$ cat config.mk
export PLATFORM = sky130hd
export DESIGN_NAME = freq_flag_detector_flat
export DESIGN_NICKNAME = d
export VERILOG_FILES = /design/src/rtl/freq_flag_detector_pkg.sv /design/src/rtl/freq_flag_detector_if.sv /design/src/rtl/freq_flag_detector_zero_cross_detector.sv /design/src/rtl/freq_flag_detector.sv /design/src/flat_wrapper.sv
export SDC_FILE = /design/constraint.sdc
export NUM_CORES = 1
export LEC_CHECK = 0
export ABC_AREA = 1
export ABC_CLOCK_PERIOD_IN_PS = 2200
export BUFFER_PORTS_ARGS = -buffer_cell sky130_fd_sc_hd__buf_2
export CAP_MARGIN = 20
export CORE_MARGIN = 2
export CORE_UTILIZATION = 60
export CTS_BUF_LIST = sky130_fd_sc_hd__clkbuf_16
export CTS_CLUSTER_SIZE = 24
export DETAILED_ROUTE_END_ITERATION = 8
export PLACE_DENSITY_LB_ADDON = 0.25
export SLEW_MARGIN = 40
export SYNTH_ARGS = -nofsm -noshare
export SYNTH_HDL_FRONTEND = slang
export SYNTH_HIERARCHICAL = 1
export SYNTH_SLANG_ARGS = --single-unit
$ cat constraint.sdc
create_clock -name clk -period 2.2 [get_ports clk]
set_clock_uncertainty 0.15 [all_clocks]
set_input_delay 0.44 -clock clk [delete_from_list [all_inputs] [get_ports clk]]
set_output_delay 0.44 -clock clk [all_outputs]
set_load 0.03 [all_outputs]
$ cat src/rtl/freq_flag_detector_pkg.sv
// Shared types, flag levels and the window classifier for the frequency flag detector.
package freq_flag_pkg;

    localparam int FLAG_W = 3;

    typedef enum logic [1:0] {
        SGN_UNK = 2'd0,
        SGN_POS = 2'd1,
        SGN_NEG = 2'd2
    } sign_state_t;

    localparam logic [FLAG_W-1:0] FLAG_L0 = 3'd0;
    localparam logic [FLAG_W-1:0] FLAG_L1 = 3'd1;
    localparam logic [FLAG_W-1:0] FLAG_L2 = 3'd2;
    localparam logic [FLAG_W-1:0] FLAG_L3 = 3'd3;
    localparam logic [FLAG_W-1:0] FLAG_L4 = 3'd4;

    // Quiet windows always map to level 0 regardless of crossing count.
    function automatic logic [FLAG_W-1:0] classify(
        input logic [31:0] count,
        input logic        peak_ok,
        input logic [31:0] th1,
        input logic [31:0] th2,
        input logic [31:0] th3,
        input logic [31:0] th4
    );
        logic [FLAG_W-1:0] lvl;
        if (!peak_ok) begin
            lvl = FLAG_L0;
        end else if (count < th1) begin
            lvl = FLAG_L0;
        end else if (count < th2) begin
            lvl = FLAG_L1;
        end else if (count < th3) begin
            lvl = FLAG_L2;
        end else if (count < th4) begin
            lvl = FLAG_L3;
        end else begin
            lvl = FLAG_L4;
        end
        return lvl;
    endfunction

endpackage

$ cat src/rtl/freq_flag_detector_if.sv
// Audio sample stream in, frequency flag out.
interface freq_flag_detector_if #(
    parameter int SAMPLE_W = 16
);
    logic signed [SAMPLE_W-1:0]            audio_in;
    logic                                  audio_valid;
    logic [freq_flag_pkg::FLAG_W-1:0]      freq_flag;
    logic                                  flag_valid;

    modport master (output audio_in, output audio_valid, input freq_flag, input flag_valid);
    modport slave  (input audio_in, input audio_valid, output freq_flag, output flag_valid);
endinterface

$ cat src/rtl/freq_flag_detector_zero_cross_detector.sv
// Sign tracker with a dead band; flags a crossing on the edge that accepts the causing sample.
module zero_cross_detector
    import freq_flag_pkg::*;
#(
    parameter int SAMPLE_W = 16,
    parameter int ZC_HYST  = 64
) (
    input  logic                       clk,
    input  logic                       rst_n,
    input  logic signed [SAMPLE_W-1:0] sample_i,
    input  logic                       valid_i,
    output logic                       crossing_o
);

    localparam logic signed [SAMPLE_W:0] HYST_POS = (SAMPLE_W+1)'(ZC_HYST);
    localparam logic signed [SAMPLE_W:0] HYST_NEG = -HYST_POS;

    sign_state_t               sign_q, sign_d;
    logic signed [SAMPLE_W:0]  sample_ext_s;
    logic                      above_s, below_s;

    assign sample_ext_s = {sample_i[SAMPLE_W-1], sample_i};
    assign above_s      = sample_ext_s > HYST_POS;
    assign below_s      = sample_ext_s < HYST_NEG;

    // Sign state register.
    always_ff @(posedge clk or negedge rst_n) begin
        if (!rst_n) begin
            sign_q <= SGN_UNK;
        end else begin
            sign_q <= sign_d;
        end
    end

    // In-band samples hold the state; only a POS<->NEG flip is a crossing.
    always_comb begin
        sign_d     = sign_q;
        crossing_o = 1'b0;
        if (valid_i && above_s) begin
            sign_d     = SGN_POS;
            crossing_o = (sign_q == SGN_NEG);
        end else if (valid_i && below_s) begin
            sign_d     = SGN_NEG;
            crossing_o = (sign_q == SGN_POS);
        end else begin
            sign_d     = sign_q;
        end
    end

endmodule

$ cat src/rtl/freq_flag_detector.sv
// Windowed zero-crossing counter with noise gate, level classifier and two-window hysteresis.
module freq_flag_detector
    import freq_flag_pkg::*;
#(
    parameter int SAMPLE_W    = 16,
    parameter int WINDOW      = 1024,
    parameter int ZC_HYST     = 64,
    parameter int NOISE_FLOOR = 256,
    parameter int TH1         = 8,
    parameter int TH2         = 16,
    parameter int TH3         = 32,
    parameter int TH4         = 64
) (
    input  logic clk,
    input  logic rst_n,
    freq_flag_detector_if.slave bus
);

    localparam int CW = $clog2(WINDOW + 1);
    localparam logic [SAMPLE_W-1:0] MAX_POS = {1'b0, {(SAMPLE_W-1){1'b1}}};
    localparam logic [SAMPLE_W-1:0] MIN_NEG = {1'b1, {(SAMPLE_W-1){1'b0}}};
    localparam logic [CW-1:0]       CNT_MAX = {CW{1'b1}};

    logic [CW-1:0]       samp_cnt_q, samp_cnt_d;
    logic [CW-1:0]       cross_cnt_q, cross_cnt_d;
    logic [CW-1:0]       cnt_snap_q, cnt_snap_d;
    logic [SAMPLE_W-1:0] peak_q, peak_d;
    logic                peak_ok_q, peak_ok_d;
    logic                close_q, close_d;
    logic [FLAG_W-1:0]   flag_q, flag_d;
    logic [FLAG_W-1:0]   cand_q, cand_d;
    logic                flag_valid_q, flag_valid_d;

    logic                crossing_s;
    logic [SAMPLE_W-1:0] abs_s;
    logic [SAMPLE_W-1:0] peak_new_s;
    logic [CW-1:0]       cross_new_s;
    logic [FLAG_W-1:0]   class_s;

    zero_cross_detector #(
        .SAMPLE_W (SAMPLE_W),
        .ZC_HYST  (ZC_HYST)
    ) u_zcd (
        .clk        (clk),
        .rst_n      (rst_n),
        .sample_i   (bus.audio_in),
        .valid_i    (bus.audio_valid),
        .crossing_o (crossing_s)
    );

    // Magnitude of the incoming sample; the most negative code saturates.
    always_comb begin
        abs_s = bus.audio_in;
        if (bus.audio_in == MIN_NEG) begin
            abs_s = MAX_POS;
        end else if (bus.audio_in[SAMPLE_W-1]) begin
            abs_s = -bus.audio_in;
        end else begin
            abs_s = bus.audio_in;
        end
    end

    assign peak_new_s  = (abs_s > peak_q) ? abs_s : peak_q;
    assign cross_new_s = (crossing_s && (cross_cnt_q != CNT_MAX)) ? cross_cnt_q + CW'(1) : cross_cnt_q;

    // Window accumulation; the closing sample is folded into the snapshot taken at close.
    always_comb begin
        samp_cnt_d  = samp_cnt_q;
        cross_cnt_d = cross_cnt_q;
        peak_d      = peak_q;
        cnt_snap_d  = cnt_snap_q;
        peak_ok_d   = peak_ok_q;
        close_d     = 1'b0;
        if (bus.audio_valid && (samp_cnt_q == CW'(WINDOW - 1))) begin
            samp_cnt_d  = '0;
            cross_cnt_d = '0;
            peak_d      = '0;
            cnt_snap_d  = cross_new_s;
            peak_ok_d   = 32'(peak_new_s) >= 32'(NOISE_FLOOR);
            close_d     = 1'b1;
        end else if (bus.audio_valid) begin
            samp_cnt_d  = samp_cnt_q + CW'(1);
            cross_cnt_d = cross_new_s;
            peak_d      = peak_new_s;
        end else begin
            samp_cnt_d  = samp_cnt_q;
        end
    end

    assign class_s = classify(32'(cnt_snap_q), peak_ok_q, 32'(TH1), 32'(TH2), 32'(TH3), 32'(TH4));

    // Hysteresis: a new level is only adopted when it repeats the previous candidate.
    always_comb begin
        flag_d       = flag_q;
        cand_d       = cand_q;
        flag_valid_d = close_q;
        if (close_q && (class_s == flag_q)) begin
            cand_d = flag_q;
        end else if (close_q && (class_s == cand_q)) begin
            flag_d = class_s;
        end else if (close_q) begin
            cand_d = class_s;
        end else begin
            flag_d = flag_q;
        end
    end

    // State and output registers.
    always_ff @(posedge clk or negedge rst_n) begin
        if (!rst_n) begin
            samp_cnt_q   <= '0;
            cross_cnt_q  <= '0;
            peak_q       <= '0;
            cnt_snap_q   <= '0;
            peak_ok_q    <= 1'b0;
            close_q      <= 1'b0;
            flag_q       <= FLAG_L0;
            cand_q       <= FLAG_L0;
            flag_valid_q <= 1'b0;
        end else begin
            samp_cnt_q   <= samp_cnt_d;
            cross_cnt_q  <= cross_cnt_d;
            peak_q       <= peak_d;
            cnt_snap_q   <= cnt_snap_d;
            peak_ok_q    <= peak_ok_d;
            close_q      <= close_d;
            flag_q       <= flag_d;
            cand_q       <= cand_d;
            flag_valid_q <= flag_valid_d;
        end
    end

    assign bus.freq_flag  = flag_q;
    assign bus.flag_valid = flag_valid_q;

endmodule

$ cat src/flat_wrapper.sv
// flat-port wrapper written by rule: the top's interface ports become plain ports
module freq_flag_detector_flat import freq_flag_pkg::*;
#(
    parameter int SAMPLE_W    = 16,
    parameter int WINDOW      = 1024,
    parameter int ZC_HYST     = 64,
    parameter int NOISE_FLOOR = 256,
    parameter int TH1         = 8,
    parameter int TH2         = 16,
    parameter int TH3         = 32,
    parameter int TH4         = 64
)
  (clk, rst_n, bus_audio_in, bus_audio_valid, bus_freq_flag, bus_flag_valid);
  freq_flag_detector_if #(.SAMPLE_W(SAMPLE_W)) bus_i ();
  input  logic clk;
  input  logic rst_n;
  input wire logic [$bits(bus_i.audio_in)-1:0] bus_audio_in;
  input wire logic [$bits(bus_i.audio_valid)-1:0] bus_audio_valid;
  output wire logic [$bits(bus_i.freq_flag)-1:0] bus_freq_flag;
  output wire logic [$bits(bus_i.flag_valid)-1:0] bus_flag_valid;
  assign bus_i.audio_in = bus_audio_in;
  assign bus_i.audio_valid = bus_audio_valid;
  assign bus_freq_flag = bus_i.freq_flag;
  assign bus_flag_valid = bus_i.flag_valid;
  freq_flag_detector #(.SAMPLE_W(SAMPLE_W), .WINDOW(WINDOW), .ZC_HYST(ZC_HYST), .NOISE_FLOOR(NOISE_FLOOR), .TH1(TH1), .TH2(TH2), .TH3(TH3), .TH4(TH4)) u_core (.clk(clk), .rst_n(rst_n), .bus(bus_i));
endmodule
==> run_results.csv <==
group,metric,value,unit
floorplanning,dieArea,7150,µm²
placed_design,globalplace.congestion,0.8995,
timing,timing.setup.tns,-12830,ps
timing,worst-slew-pin-transition,481.2,ps
synthesis,synth_warnings,6,
clock_tree,ctsRootBufferMaster,"sky130_fd_sc_hd__clkbuf_16",
placed_design,detailed_place.area,4616,µm²
synthesis,synth.area.top_cells,"sky130_fd_sc_hd__dfrtp_1 (37%), sky130_fd_sc_hd__nand2_1 (13%), sky130_fd_sc_hd__inv_1 (7.7%)",
global_routing,global_route.usage.total,31.81,%
clock_tree,clock_tree.htree_level_count,3,
finish,mostFrequentLayoutCell,"sky130_fd_sc_hd__nand2_1",
global_routing,grt_pass1_wl,18390,µm
worst_setup_path,length_in_cells_of_the_worst_reg_to_reg_path,18,
synthesis,synth_largest_type_area_fraction,36.63,%
routing,num_vias,4187,
flow_run,cap_viol_max_count,0,
worst_setup_path,setup.worst_path.end_class,"register",
finish,area.growth.synth_to_final,40.52,%
synthesis,seq_area_frac_synth,36.63,%
synthesis,syn-cell-area,3894,µm²
routing,drcViolationCount,0,
synthesis,synth_cells,539,
finish,antennaDiodeCount,0,
run_status,violated_checks,"negative setup slack",
synthesis,postSynthNetCount,577,
worst_setup_path,crit_arrival,3160,ps
worst_hold_path,whs_path_depth,0,
placed_design,port_buffers,22,
timing,final_max_slew_viol_count,0,
worst_hold_path,min-delay-path-class,"register to register",
routing,drt-wirelength-per-cell,17.17,µm
clock_tree,clock_insertion_delay_worst_skew,320,ps
timing,max_freq,0.3215,GHz
routing,via_per_inst,5.831,
global_routing,first_global_vias,4149,
clock_tree,clock_sink_count,57,
worst_setup_path,required,2250,ps
finish,multi_input_area,2599,µm²
finish,final_cell_mix,"sky130_fd_sc_hd__nand2_1 (118), sky130_fd_sc_hd__inv_1 (73), sky130_fd_sc_hd__buf_4 (64)",
worst_setup_path,ff2ff_setup_slack,-250,ps
finish,final-seq-area,1426,µm²
routing,first_iter_violations,382,
clock_tree,clock_tree.buffer_depth,2,
floorplanning,floorplan.initialDensity,61.67,%
timing,share_of_the_cycle_needed_by_the_critical_path_after_routing,141.4,%
routing,drt_wl_total,12330,µm
worst_hold_path,min-delay-start,"u_core/close_q",
routing,postRouteAntennaNets,0,
synthesis,syn_avg_cell_area,7.224,µm²
worst_setup_path,worstReg2RegEnd,"u_core/peak_ok_q",
clock_tree,tritoncts_clock_tree,"done",
finish,post-route-cell-area,5472,µm²
timing,worst_slack,-909.9,ps
worst_setup_path,timing_worst_setup_path_type,"input port to register",
clock_tree,clk_transition_reported_paths,50,ps
floorplanning,placeableCoreArea,6314,µm²
power,p_per_area,978.6,nW/µm²
floorplanning,dieHeight,84.56,µm
floorplanning,io_pins,23,
global_routing,grt_remaining_overflow,0,
finish,final_layout_size_suffix_gt1_share,34.95,%
global_routing,antenna_violations_before_repair,0,
timing,final_hold_viols,0,
synthesis,synth_cell_types,38,
worst_setup_path,worstReg2RegStart,"u_core/peak_q[1]",
placed_design,detailed_place_hpwl,6972,µm
clock_tree,cts_buffers,9,
power,power.static_leakage,0.002724,µW
routing,number_of_iterations_in_the_first_detailed_routing_pass,6,
global_routing,grt_max_degree,22,
finish,fillerInstances,314,
worst_hold_path,hold_path_end,"u_core/bus.flag_valid",
timing,grt_setup_unrepaired,"true",
power,ir_worst_vdd,943.1,µV
finish,final_core_util,86.66,%
worst_setup_path,worst-path-max-fanout,4,
synthesis,synth_seq_cells,57,
run_status,run_status,"complete, but fails checks",
worst_setup_path,start_kind,"input port",
timing,final.min_clock_period,3110,ps
timing,relative_slew_slack,67.92,%
synthesis,biggest_area_consumer_among_synthesized_cells,"sky130_fd_sc_hd__dfrtp_1",
floorplanning,die_width,84.56,µm
finish,finalNetCount,675,
floorplanning,num_rows,29,
timing,setup_viol,17,
==> state kept, by name, indices dropped and copies added, names as in the netlist <==
| signal | cells |
|---|---|
| u_core/peak_q | 16 |
| u_core/cross_cnt_q | 11 |
| u_core/samp_cnt_q | 11 |
| u_core/cnt_snap_q | 8 |
| u_core/bus.freq_flag | 3 |
| u_core/cand_q | 3 |
| u_core/u_zcd/sign_q | 2 |
| u_core/bus.flag_valid | 1 |
| u_core/close_q | 1 |
| u_core/peak_ok_q | 1 |
==> how the worst max path moves through the flow <==
| stage | depth (start not counted) | start | slack [ps] | to |
|---|---|---|---|---|
| 6_report | 21 | bus_audio_in[4] | -910 | u_core/peak_ok_q |
| 5_1_grt | 24 | bus_audio_in[5] | -1000 | u_core/peak_ok_q |
| 4_1_cts | 25 | bus_audio_in[4] | -510 | u_core/peak_ok_q |
| 3_5_place_dp | 18 | bus_audio_in[1] | -1050 | u_core/peak_q[3] |
| 3_3_place_gp | 18 | bus_audio_in[1] | -950 | u_core/peak_q[3] |
| 2_1_floorplan | 21 | bus_audio_in[1] | -530 | u_core/peak_ok_q |
==> kinds of logic (layout without fill, tap and decap cells) <==
logic type      Yosys count  count (layout)  synth area share [%]
simple gates            274             277                 31.88
flops                    57              57                 36.63
fa+ha+maj                19              19                 6.105
xor+xnor                 20              20                 4.499
buf+inv                  92             191                 9.704
compound gates           77              77                 11.18
==> layout make-up <==
cell class              instances  area share (%)
well taps                      77           1.761
inverters                      83           6.151
clock buffers                   9           4.116
multi-input cells             393           47.50
flip-flops and latches         57           26.07
clock inverters                 6          0.5260
repair buffers                 93           13.88
==> cells in the mapped netlist, drive strengths merged <==
master and n:
buf 6, a21oi 19, nand3 31, inv 83
nor4 2, dfrtp 57, ha 19, and3 1
a21o 1, or2 2, o21a 2, o2111ai 1
a22oi 6, nand2 153, o21ai 34, nand4 7
clkbuf 3, nor2 66, xnor2 4, nor3 12
xor2 16, a21boi 1, o22ai 12, o211ai 1
==> where the power goes <==
group / leakage, µW / total, µW / internal [µW] / switching (µW)
clock network: 0.000131 / 1180 / 735 / 443
logic: 0.00186 / 2710 / 1150 / 1560
registers: 0.000730 / 1470 / 1300 / 165
total: 0.00272 / 5350 / 3190 / 2170
==> stage by stage <==
stage | worst slack (ps) | total power [µW] | hold WS [ps] | std cells
finish | -909.9 | 5355 | 333.8 | 718
global placement | -952.0 | 3267 | 274.3 | 686
global route | -999.1 | 5631 | 360.5 | 718
CTS | -514.5 | 4889 | 313.3 | 713
detailed placement | -1048 | 3364 | 269.5 | 686
floorplan | -528.8 | 2808 | -5.591 | 539
==> worst max-delay path, stage by stage <==
cell and delay (ps):
sky130_fd_sc_hd__buf_4 150, sky130_fd_sc_hd__nor2_4 170, sky130_fd_sc_hd__nand2_2 110, sky130_fd_sc_hd__nor2_1 200
sky130_fd_sc_hd__nor2_1 130, sky130_fd_sc_hd__nand2_1 130, sky130_fd_sc_hd__nand2_1 90, sky130_fd_sc_hd__nor2_2 170
sky130_fd_sc_hd__inv_2 70, sky130_fd_sc_hd__ha_4 270, sky130_fd_sc_hd__nand4_4 110, sky130_fd_sc_hd__nor3_4 240
sky130_fd_sc_hd__nand3_4 190, sky130_fd_sc_hd__nand2_4 150, sky130_fd_sc_hd__nand2_2 70, sky130_fd_sc_hd__nand2_2 90
sky130_fd_sc_hd__nand2_1 60, sky130_fd_sc_hd__nor2_1 110, sky130_fd_sc_hd__nand2_1 80, sky130_fd_sc_hd__nand2_1 70
sky130_fd_sc_hd__nand2_1 70
==> per-layer routing <==
layer | track usage (%) | wire (µm) | up-vias
met4 | 19.19 | 897 | 0
li1 | - | - | 1928
met1 | 35.11 | 4517 | 1916
met5 | 0 | 0 | -
met3 | 6.195 | 787 | 100
met2 | 56.26 | 6128 | 243
==> repair_timing <==
action,4_1_cts,5_1_grt
setup endpoints to repair,17,24
hold buffers,1,0
gates cloned,3,0
resized for setup,80,40
pin swaps,34,30
setup buffers,8,5
hold endpoints to repair,18,0
Power figures use the tool's default switching activity.
